$ cat config.mk
export PLATFORM = sky130hd
export DESIGN_NAME = ysyx_23060332_lsu
export DESIGN_NICKNAME = d
export VERILOG_FILES = /design/src/rtl/ysyx_23060332_lsu_pkg.sv /design/src/rtl/ysyx_23060332_lsu_align.sv /design/src/rtl/ysyx_23060332_lsu.sv
export SDC_FILE = /design/constraint.sdc
export NUM_CORES = 1
export LEC_CHECK = 0
export ABC_AREA = 1
export BUFFER_PORTS_ARGS = -buffer_cell sky130_fd_sc_hd__buf_2
export CORE_ASPECT_RATIO = 1.4
export CORE_MARGIN = 1
export CORE_UTILIZATION = 35
export DETAILED_ROUTE_END_ITERATION = 12
export SYNTH_ARGS = -nofsm -noshare
export SYNTH_HDL_FRONTEND = slang
export SYNTH_HIERARCHICAL = 1
export SYNTH_SLANG_ARGS = --single-unit
$ cat constraint.sdc
create_clock -name clk -period 4.46 [get_ports clk]
set_input_delay 0.223 -clock clk [delete_from_list [all_inputs] [get_ports clk]]
set_output_delay 0.223 -clock clk [all_outputs]
set_load 0.01 [all_outputs]
$ cat src/rtl/ysyx_23060332_lsu_pkg.sv
// Shared definitions for the load/store unit: FSM states, func3 size codes and
// the alignment rule used to reject misaligned accesses.
package ysyx_23060332_lsu_pkg;

  typedef enum logic [1:0] {
    IDLE = 2'd0,
    REQ  = 2'd1,
    RESP = 2'd2,
    WB   = 2'd3
  } lsu_state_e;

  localparam logic [2:0] LB  = 3'b000;
  localparam logic [2:0] LH  = 3'b001;
  localparam logic [2:0] LW  = 3'b010;
  localparam logic [2:0] LBU = 3'b100;
  localparam logic [2:0] LHU = 3'b101;
  localparam logic [2:0] SB  = 3'b000;
  localparam logic [2:0] SH  = 3'b001;
  localparam logic [2:0] SW  = 3'b010;

  localparam logic [31:0] ZERO_WORD = 32'h0000_0000;

  // Halfwords need an even address, words a multiple of four; bytes never trap.
  function automatic logic is_misaligned(input logic [2:0] func3, input logic [1:0] off);
    return ((func3[1:0] == 2'b01) && off[0]) ||
           ((func3[1:0] == 2'b10) && (off != 2'b00));
  endfunction

endpackage

$ cat src/rtl/ysyx_23060332_lsu_align.sv
// Byte-lane logic: store mask/data replication and load extract/extend.
module ysyx_23060332_lsu_align
  import ysyx_23060332_lsu_pkg::*;
#(
  parameter int DATA_W = 32
) (
  input  logic [1:0]        off,
  input  logic [2:0]        func3,
  input  logic [DATA_W-1:0] wdata,
  input  logic [DATA_W-1:0] rdata,
  output logic [3:0]        wmask,
  output logic [DATA_W-1:0] wdata_lane,
  output logic [DATA_W-1:0] rdata_ext
);

  logic [DATA_W-1:0] shifted;

  assign shifted = rdata >> {off, 3'b000};

  // NOTE: every output gets a default first so no path through the case infers a latch.
  always_comb begin
    wmask      = 4'b1111;
    wdata_lane = wdata;
    case (func3)
      SB: begin
        wmask      = 4'b0001 << off;
        wdata_lane = {4{wdata[7:0]}};
      end
      SH: begin
        wmask      = 4'b0011 << off;
        wdata_lane = {2{wdata[15:0]}};
      end
      default: ;
    endcase
  end

  always_comb begin
    rdata_ext = shifted;
    case (func3)
      LB:      rdata_ext = {{(DATA_W-8){shifted[7]}}, shifted[7:0]};
      LH:      rdata_ext = {{(DATA_W-16){shifted[15]}}, shifted[15:0]};
      LBU:     rdata_ext = {{(DATA_W-8){1'b0}}, shifted[7:0]};
      LHU:     rdata_ext = {{(DATA_W-16){1'b0}}, shifted[15:0]};
      default: ;
    endcase
  end

endmodule

$ cat src/rtl/ysyx_23060332_lsu.sv
// Multi-cycle load/store unit: captures one execute-stage operation, runs a
// valid/ready memory request/response and presents one writeback beat.
module ysyx_23060332_lsu
  import ysyx_23060332_lsu_pkg::*;
#(
  parameter int ADDR_W = 32,
  parameter int DATA_W = 32
) (
  input  logic              clk,
  input  logic              rst,
  input  logic              in_valid,
  output logic              in_ready,
  input  logic              mem_ren_i,
  input  logic              mem_wen_i,
  input  logic [ADDR_W-1:0] addr_i,
  input  logic [DATA_W-1:0] wdata_i,
  input  logic [2:0]        func3_i,
  input  logic [DATA_W-1:0] alu_result_i,
  input  logic [4:0]        waddr_i,
  input  logic              reg_wen_i,
  output logic              mem_req_valid,
  input  logic              mem_req_ready,
  output logic              mem_req_we,
  output logic [ADDR_W-1:0] mem_req_addr,
  output logic [DATA_W-1:0] mem_req_wdata,
  output logic [7:0]        mem_req_wmask,
  input  logic              mem_rsp_valid,
  input  logic [DATA_W-1:0] mem_rsp_rdata,
  output logic              out_valid,
  input  logic              out_ready,
  output logic [4:0]        waddr_o,
  output logic [DATA_W-1:0] wdata_o,
  output logic              reg_wen_o,
  output logic              misalign_o
);

  lsu_state_e        state, state_n;
  logic              we_q;
  logic [ADDR_W-1:0] addr_q;
  logic [DATA_W-1:0] wdata_q;
  logic [2:0]        func3_q;
  logic              accept, mem_op, misaligned;
  logic [3:0]        lane_mask;
  logic [DATA_W-1:0] lane_wdata, load_data;

  assign accept     = (state == IDLE) && in_valid;
  assign mem_op     = mem_ren_i || mem_wen_i;
  assign misaligned = mem_op && is_misaligned(func3_i, addr_i[1:0]);

  ysyx_23060332_lsu_align #(.DATA_W(DATA_W)) u_align (
    .off        (addr_q[1:0]),
    .func3      (func3_q),
    .wdata      (wdata_q),
    .rdata      (mem_rsp_rdata),
    .wmask      (lane_mask),
    .wdata_lane (lane_wdata),
    .rdata_ext  (load_data)
  );

  always_comb begin
    state_n = state;
    case (state)
      IDLE: if (in_valid) state_n = (mem_op && !misaligned) ? REQ : WB;
      REQ:  if (mem_req_ready) state_n = RESP;
      RESP: if (mem_rsp_valid) state_n = WB;
      WB:   if (out_ready) state_n = IDLE;
      default: state_n = IDLE;
    endcase
  end

  // NOTE: sequential state uses non-blocking assignments so every register samples pre-edge values.
  always_ff @(posedge clk or posedge rst) begin
    if (rst) begin
      state      <= IDLE;
      we_q       <= 1'b0;
      addr_q     <= '0;
      wdata_q    <= '0;
      func3_q    <= 3'b000;
      waddr_o    <= 5'd0;
      wdata_o    <= '0;
      reg_wen_o  <= 1'b0;
      misalign_o <= 1'b0;
    end else begin
      state      <= state_n;
      misalign_o <= 1'b0;
      if (accept) begin
        we_q       <= mem_wen_i;
        addr_q     <= addr_i;
        wdata_q    <= wdata_i;
        func3_q    <= func3_i;
        waddr_o    <= waddr_i;
        wdata_o    <= alu_result_i;
        // Stores and trapped accesses never write back; x0 is never written.
        reg_wen_o  <= reg_wen_i && (waddr_i != 5'd0) && !mem_wen_i && !misaligned;
        misalign_o <= misaligned;
      end
      if ((state == RESP) && mem_rsp_valid && !we_q) wdata_o <= load_data;
    end
  end

  assign in_ready      = (state == IDLE);
  assign out_valid     = (state == WB);
  assign mem_req_valid = (state == REQ);
  assign mem_req_we    = mem_req_valid && we_q;
  assign mem_req_addr  = mem_req_valid ? {addr_q[ADDR_W-1:2], 2'b00} : '0;
  assign mem_req_wdata = mem_req_we ? lane_wdata : '0;
  assign mem_req_wmask = mem_req_we ? {4'b0000, lane_mask} : 8'h00;

endmodule

# After elaboration in Yosys (flattened, before gate mapping)
# Cells that the tools add are included.
[totals]
output_inout_bits = 115
input_bits = 145
regBits = 109
[classes]
n_shift = 3
muxes = 15
eq_ne = 12
reduce_logical = 22
[op_table]
columns = ["cell", "count"]
rows = [
  ["two-way mux 32 bit", 4],
  ["case mux 32 bit (4 select lines)", 1],
  ["case mux 32 bit (2 select lines)", 1],
  ["right shift 32 x 5 -> 32 bit", 1],
  ["logical AND 1 bit", 11],
  ["two-way mux 2 bit", 5],
  ["case mux 2 bit (4 select lines)", 1],
  ["case mux 4 bit (2 select lines)", 1],
  ["== test 2 bit, second input constant", 3],
  ["== test 3 bit, second input constant", 2],
  ["nonzero test 5 bit", 1],
  ["== test 2 x 1 -> 1 bit, second input constant", 2],
  ["two-way mux 4 bit", 1],
  ["inequality test 2 x 1 -> 1 bit, second input constant", 2],
  ["inequality test 2 bit, second input constant", 2],
  ["AND reduction 4 bit", 1],
  ["nonzero test 2 bit", 2],
  ["left shift 1 x 2 -> 4 bit, first input constant", 1],
  ["left shift 2 x 2 -> 4 bit, first input constant", 1],
  ["== test 3 x 1 -> 1 bit, second input constant", 1],
  ["logical NOT 1 bit", 3],
  ["logical NOT 3 bit", 1],
  ["logical NOT 2 bit", 1],
  ["logical OR 1 bit", 2],
  ["two-way mux 1 bit", 1],
]

# Logic depth before layout (Yosys ltp)
[depth]
depth_word = 9
depth_mapped = 9
mapped_depth_nobuf = 8

# Hierarchy
# Netlist, hierarchy kept.
[modules_own_cells]
columns = ["module", "area_per_inst_um2", "seq_area_each_um2", "n_inst", "cells_each"]
rows = [
  ["ysyx_23060332_lsu", 5210.0, 2727.6, 1, 687],
  ["ysyx_23060332_lsu_align", 1243.7, 0.0, 1, 251],
]

# Least setup slack after synthesis
# OpenSTA, ideal clock, no wires.
[synth_timing]
path_type = "register -> output"
from = "register state[1]"
to = "output mem_req_wdata[25]"
required_time_ps = 4237
arrival_ps = 1347
path_stages_with_launch = 7
path_slack_ps = 2890
path_buffers = 2
path_cell_list = "dfrtp_1 -> inv_1 -> ha_1 -> clkbuf_1 -> nand2_2 -> buf_2 -> nor2_1"
[synth_via]
elab_chain_cells = 3
[synth_rtl]
columns = ["element", "line_no", "rtl"]
rows = [
  ["start: declaration", "ysyx_23060332_lsu.sv:37", "lsu_state_e state, state_n;"],
  ["start signal: assignment", "ysyx_23060332_lsu.sv:84", "state <= state_n;"],
  ["== test 2 x 1 -> 1 bit", "ysyx_23060332_lsu.sv:103", "assign mem_req_valid = (state == REQ);"],
  ["via mem_req_valid", "ysyx_23060332_lsu.sv:21", "output logic mem_req_valid,"],
  ["logical AND 1 bit", "ysyx_23060332_lsu.sv:104", "assign mem_req_we = mem_req_valid && we_q;"],
  ["two-way mux 32 bit", "ysyx_23060332_lsu.sv:106", "assign mem_req_wdata = mem_req_we ? lane_wdata : '0;"],
  ["end: declaration", "ysyx_23060332_lsu.sv:25", "output logic [DATA_W-1:0] mem_req_wdata,"],
]
# The timed path passes the listed nets, and every way through them passes these cells.

# Worst setup path in the final report
[layout_timing]
from = "register func3_q[2]"
to = "output mem_req_wdata[20]"
[layout_via]
elab_chain_cells = 3
[layout_rtl]
columns = ["element", "line_no", "rtl"]
rows = [
  ["start: declaration", "ysyx_23060332_lsu.sv:41", "logic [2:0] func3_q;"],
  ["start signal: assignment", "ysyx_23060332_lsu.sv:90", "func3_q <= func3_i;"],
  ["== test 3 x 1 -> 1 bit / logical NOT 3 bit (equally long branches)", "ysyx_23060332_lsu_align.sv:24", "case (func3)"],
  ["case mux 32 bit (2 select lines) (*)", "ysyx_23060332_lsu_align.sv:24", ""],
  ["via lane_wdata[20]", "ysyx_23060332_lsu.sv:44", "logic [DATA_W-1:0] lane_wdata, load_data;"],
  ["two-way mux 32 bit (*)", "ysyx_23060332_lsu.sv:106", ""],
]
# The timed path passes the listed nets; every way through them passes the cells marked *.

==> summary by stage <==
Synth
The synthesized instance count is 938. The post-synthesis sequential area ratio is ~42%. The mapped netlist covers about 0.0065 sq mm. Counting flops and latches in the post-synthesis netlist gives 109. The post-synthesis area per instance is approximately 7 sq um.

The total of warnings raised by yosys is 6. The count of different cell masters after synthesis is 27.

Clocking
The tree is rooted in a sky130_fd_sc_hd__clkbuf_16. In this run, post-CTS repair resized a total of 0 instances. The number of levels in the clock H-tree is 3. The number of sinks handled by clock tree synthesis is between 100 and 150. Clock-pin slew was measured on the worst setup and hold paths at around 80 ps. The clock insertion delay at the later pin of the skew report is roughly 350 ps. The number of buffers inserted to repair setup after CTS is 0. The maximum buffer depth of the clock tree is 2.

TritonCTS built the clock tree. TritonCTS created 9 clock buffers. In this run, post-CTS hold repair placed 0 buffers.

Pwr
The clock share of power is ~16%. The switching share of power is between 40% and 50%. The sequential share of power is roughly a third. In this run the power density over the cells is around 650 mW/mm^2. Combinational cells account for between 40% and 50% of the total power. IR analysis of the VDD net gives a maximum drop of between 0.0002 and 0.0003 V. After layout, the design draws a total of ~5.1 mW. Summed over all nets, the switching power comes to roughly 2.4 mW.

The static leakage is around 5 nW. The internal power contribution is 2.78 mW.

Floorplanning
The effective utilization at floorplan is a little over a third. The top-level I/O count is 260. In this run the core area contains a little under 60 standard-cell rows.

The die height is about 160 um. The total die area is ~0.019 sq mm. The area of the core is ~0.018 sq mm. The width of the chip is about 120 um.

Place
The routability congestion estimate is about 0.85. OpenSTA, run right after detailed placement, puts the worst setup slack at between 2000 and 2500 ps. During placement, the flow inserted port buffers numbering roughly 250. Detailed placement finished with a half-perimeter wire length of 14.0 mm.

Setup path
The critical path goes through inv_2 -> nand2_4 -> inv_1 -> nand2_1 -> nand2_1 -> inv_1 -> nor2_1 -> buf_2. The nature of the critical path startpoint is a register. The worst setup path is captured at a primary output. The worst reg-to-reg setup slack is approximately 2100 ps. The delay of the slowest critical-path stage is between 500 and 600 ps. Data arrives at the worst endpoint at 2150 ps. The required arrival time at the worst endpoint is about 4200 ps. The type of the setup path with the least slack is register to primary output. The largest fanout on the critical path is 19. The critical-path cell with the highest stage delay is sky130_fd_sc_hd__dfrtp_1.

Layout
The signed area change from the synthesized netlist to the final layout is 22.7%. At the end of the flow, the number of nets in the layout was around 1300. Cells fill 44.0% of the core in the end. Fill cells in the final layout number slightly above 2000. The library cell used most frequently in the layout, excluding fill and tap cells, is sky130_fd_sc_hd__nand2_1. The fraction of layout cells with a size suffix above 1 is between 20% and 30%. 0 antenna diodes ended up in the layout. Leaving out fill and tap cells, the most frequent cells in the layout are sky130_fd_sc_hd__nand2_1, sky130_fd_sc_hd__buf_2, sky130_fd_sc_hd__nand3_1, sky130_fd_sc_hd__dfrtp_1, sky130_fd_sc_hd__inv_1.

Routing
The count of nets left with antenna violations once routing finished came out at 0. In the final routed layout, each cell accounts on average for roughly 14 um. The total wirelength of the detailed-routed design is slightly below 20 mm. The count of unresolved DRC violations after routing is 0. After detailed routing, the number of vias per cell comes to 4.67. The violation count after the first detailed-routing iteration is about 350.

The routed layout has 6488 vias. The first-pass detailed-route iteration total is 5.

STA
The minimum setup slack in the final design is approximately 2100 ps. The worst path in the final design needs a cycle of 2370 ps, including I/O delays and setup. The total negative slack for setup checks is 0 ps.

The final critical path takes up approximately 53% of the cycle. The actual slew at the worst max-slew pin is just over 1000 ps. Setup violations remaining at the end of the flow were counted as 0. On the final layout, the worst hold slack is about 60 ps. The final count of hold timing violations is 0.

The clock arrives with slightly below 9 ps of skew. The final count of pins violating max slew is 0. The relative max-transition margin is 31.7%. Setup repair after global routing left no endpoint under its margin. The maximum clock rate is 0.422 GHz.

GRT
The total grt overflow is 0. In the global route stage, overall resource usage came out at 20.9%. The via count of the first global-routing pass came to between 6000 and 7000.

The number of antenna violations at the first check in global routing is 0. The first global-routing pass estimated between 30 and 40 mm of wire. The maximum number of pins on one net before global-route repair is 98.

Job
The tool flagged a number of max-cap violations equal to 0.

Worst hold path
The path type of the worst min-delay path is input pin to async pin.

Outcome
The flow ran to the end, and the final reports show no timing, DRC or antenna violations.
==> metal layers <==
metal / GRT usage, % / part of all wire (%) / vias to the layer above
met3: 4.88 / 6.7 / 24
li1: - / - / 3284
met4: 6.96 / 2.1 / 0
met5: 0 / 0 / -
met1: 24.2 / 40 / 2968
met2: 37.2 / 51 / 212
==> path summary, 6_finish.rpt <==
check / startpoint / endpoint / depth (start not counted)
worst max-delay path: func3_q[2] / mem_req_wdata[20] / 8
worst min-delay path: rst / reg_wen_o / 2
worst max register to register: state[0] / reg_wen_o / 9
worst min register to register: addr_q[10] / addr_q[10] / 2
max in group asynchronous: rst / wdata_o[16] / 3
min in group clk: addr_i[26] / addr_q[26] / 3
==> power by group through the flow <==
| stage | sequential (mW) | combinational (mW) | clock [mW] |
|---|---|---|---|
| floorplan | 1.78 | 1.94 | 0 |
| global placement | 1.80 | 2.58 | 0 |
| detailed placement | 1.80 | 2.61 | 0 |
| CTS | 1.79 | 2.61 | 0.820 |
| global route | 1.85 | 2.97 | 0.858 |
| finish | 1.78 | 2.57 | 0.800 |
==> synthesized netlist by cell type, drive strengths merged <==
cell	instances	area, sq um
o211ai	15	113
clkbuf	8	30.0
nand2	398	1510
conb	1	3.75
a21oi	7	35.0
or2	1	6.26
dfrtp	109	2730
a22oi	7	52.6
nand3	137	698
and2	1	6.26
buf	61	425
o21ai	28	140
inv	104	393
nor2	56	251
ha	5	62.6
==> kinds of logic (layout without fill, tap and decap cells) <==
kind of cell             count (synthesis)  in the layout  share of synthesized area (%)
AO/OA/AOI/OAI                           57             57                           5.27
adder cells (fa/ha/maj)                  5              5                          0.969
buffers and inverters                  173            378                           13.1
flip-flops                             109            109                           42.3
other                                    1              6                         0.0581
AND/OR/NAND/NOR                        593            593                           38.3
==> through the flow <==
stage	cell area (sq um)	cells
after floorplan	6470	943
after global placement	7630	1372
after detailed placement	7630	1372
after CTS	7920	1388
after global routing	7920	1388
final	7920	1388
==> worst max-delay path, delay by kind of cell (launching register included) <==
family,cells,cell delay (ps)
buffers and inverters,4,720
flip-flops,1,510
AND/OR/NAND/NOR,4,580
==> sequential cells by signal (all words and copies together), names as in the netlist <==
signal      flops
addr_q         32
wdata_o        32
wdata_q        32
waddr_o         5
func3_q         3
state           2
misalign_o      1
reg_wen_o       1
we_q            1
==> layout make-up <==
type | count | area (sq um) | share of cell area (%)
inverter | 104 | 397 | 5.01
multi-input combinational | 661 | 2900 | 36.6
clock inverter | 4 | 31.3 | 0.395
timing repair buffer | 258 | 1300 | 16.5
sequential | 109 | 2730 | 34.5
clock buffer | 12 | 256 | 3.24
tap | 240 | 300 | 3.79
(Power assumes the default switching activity.)
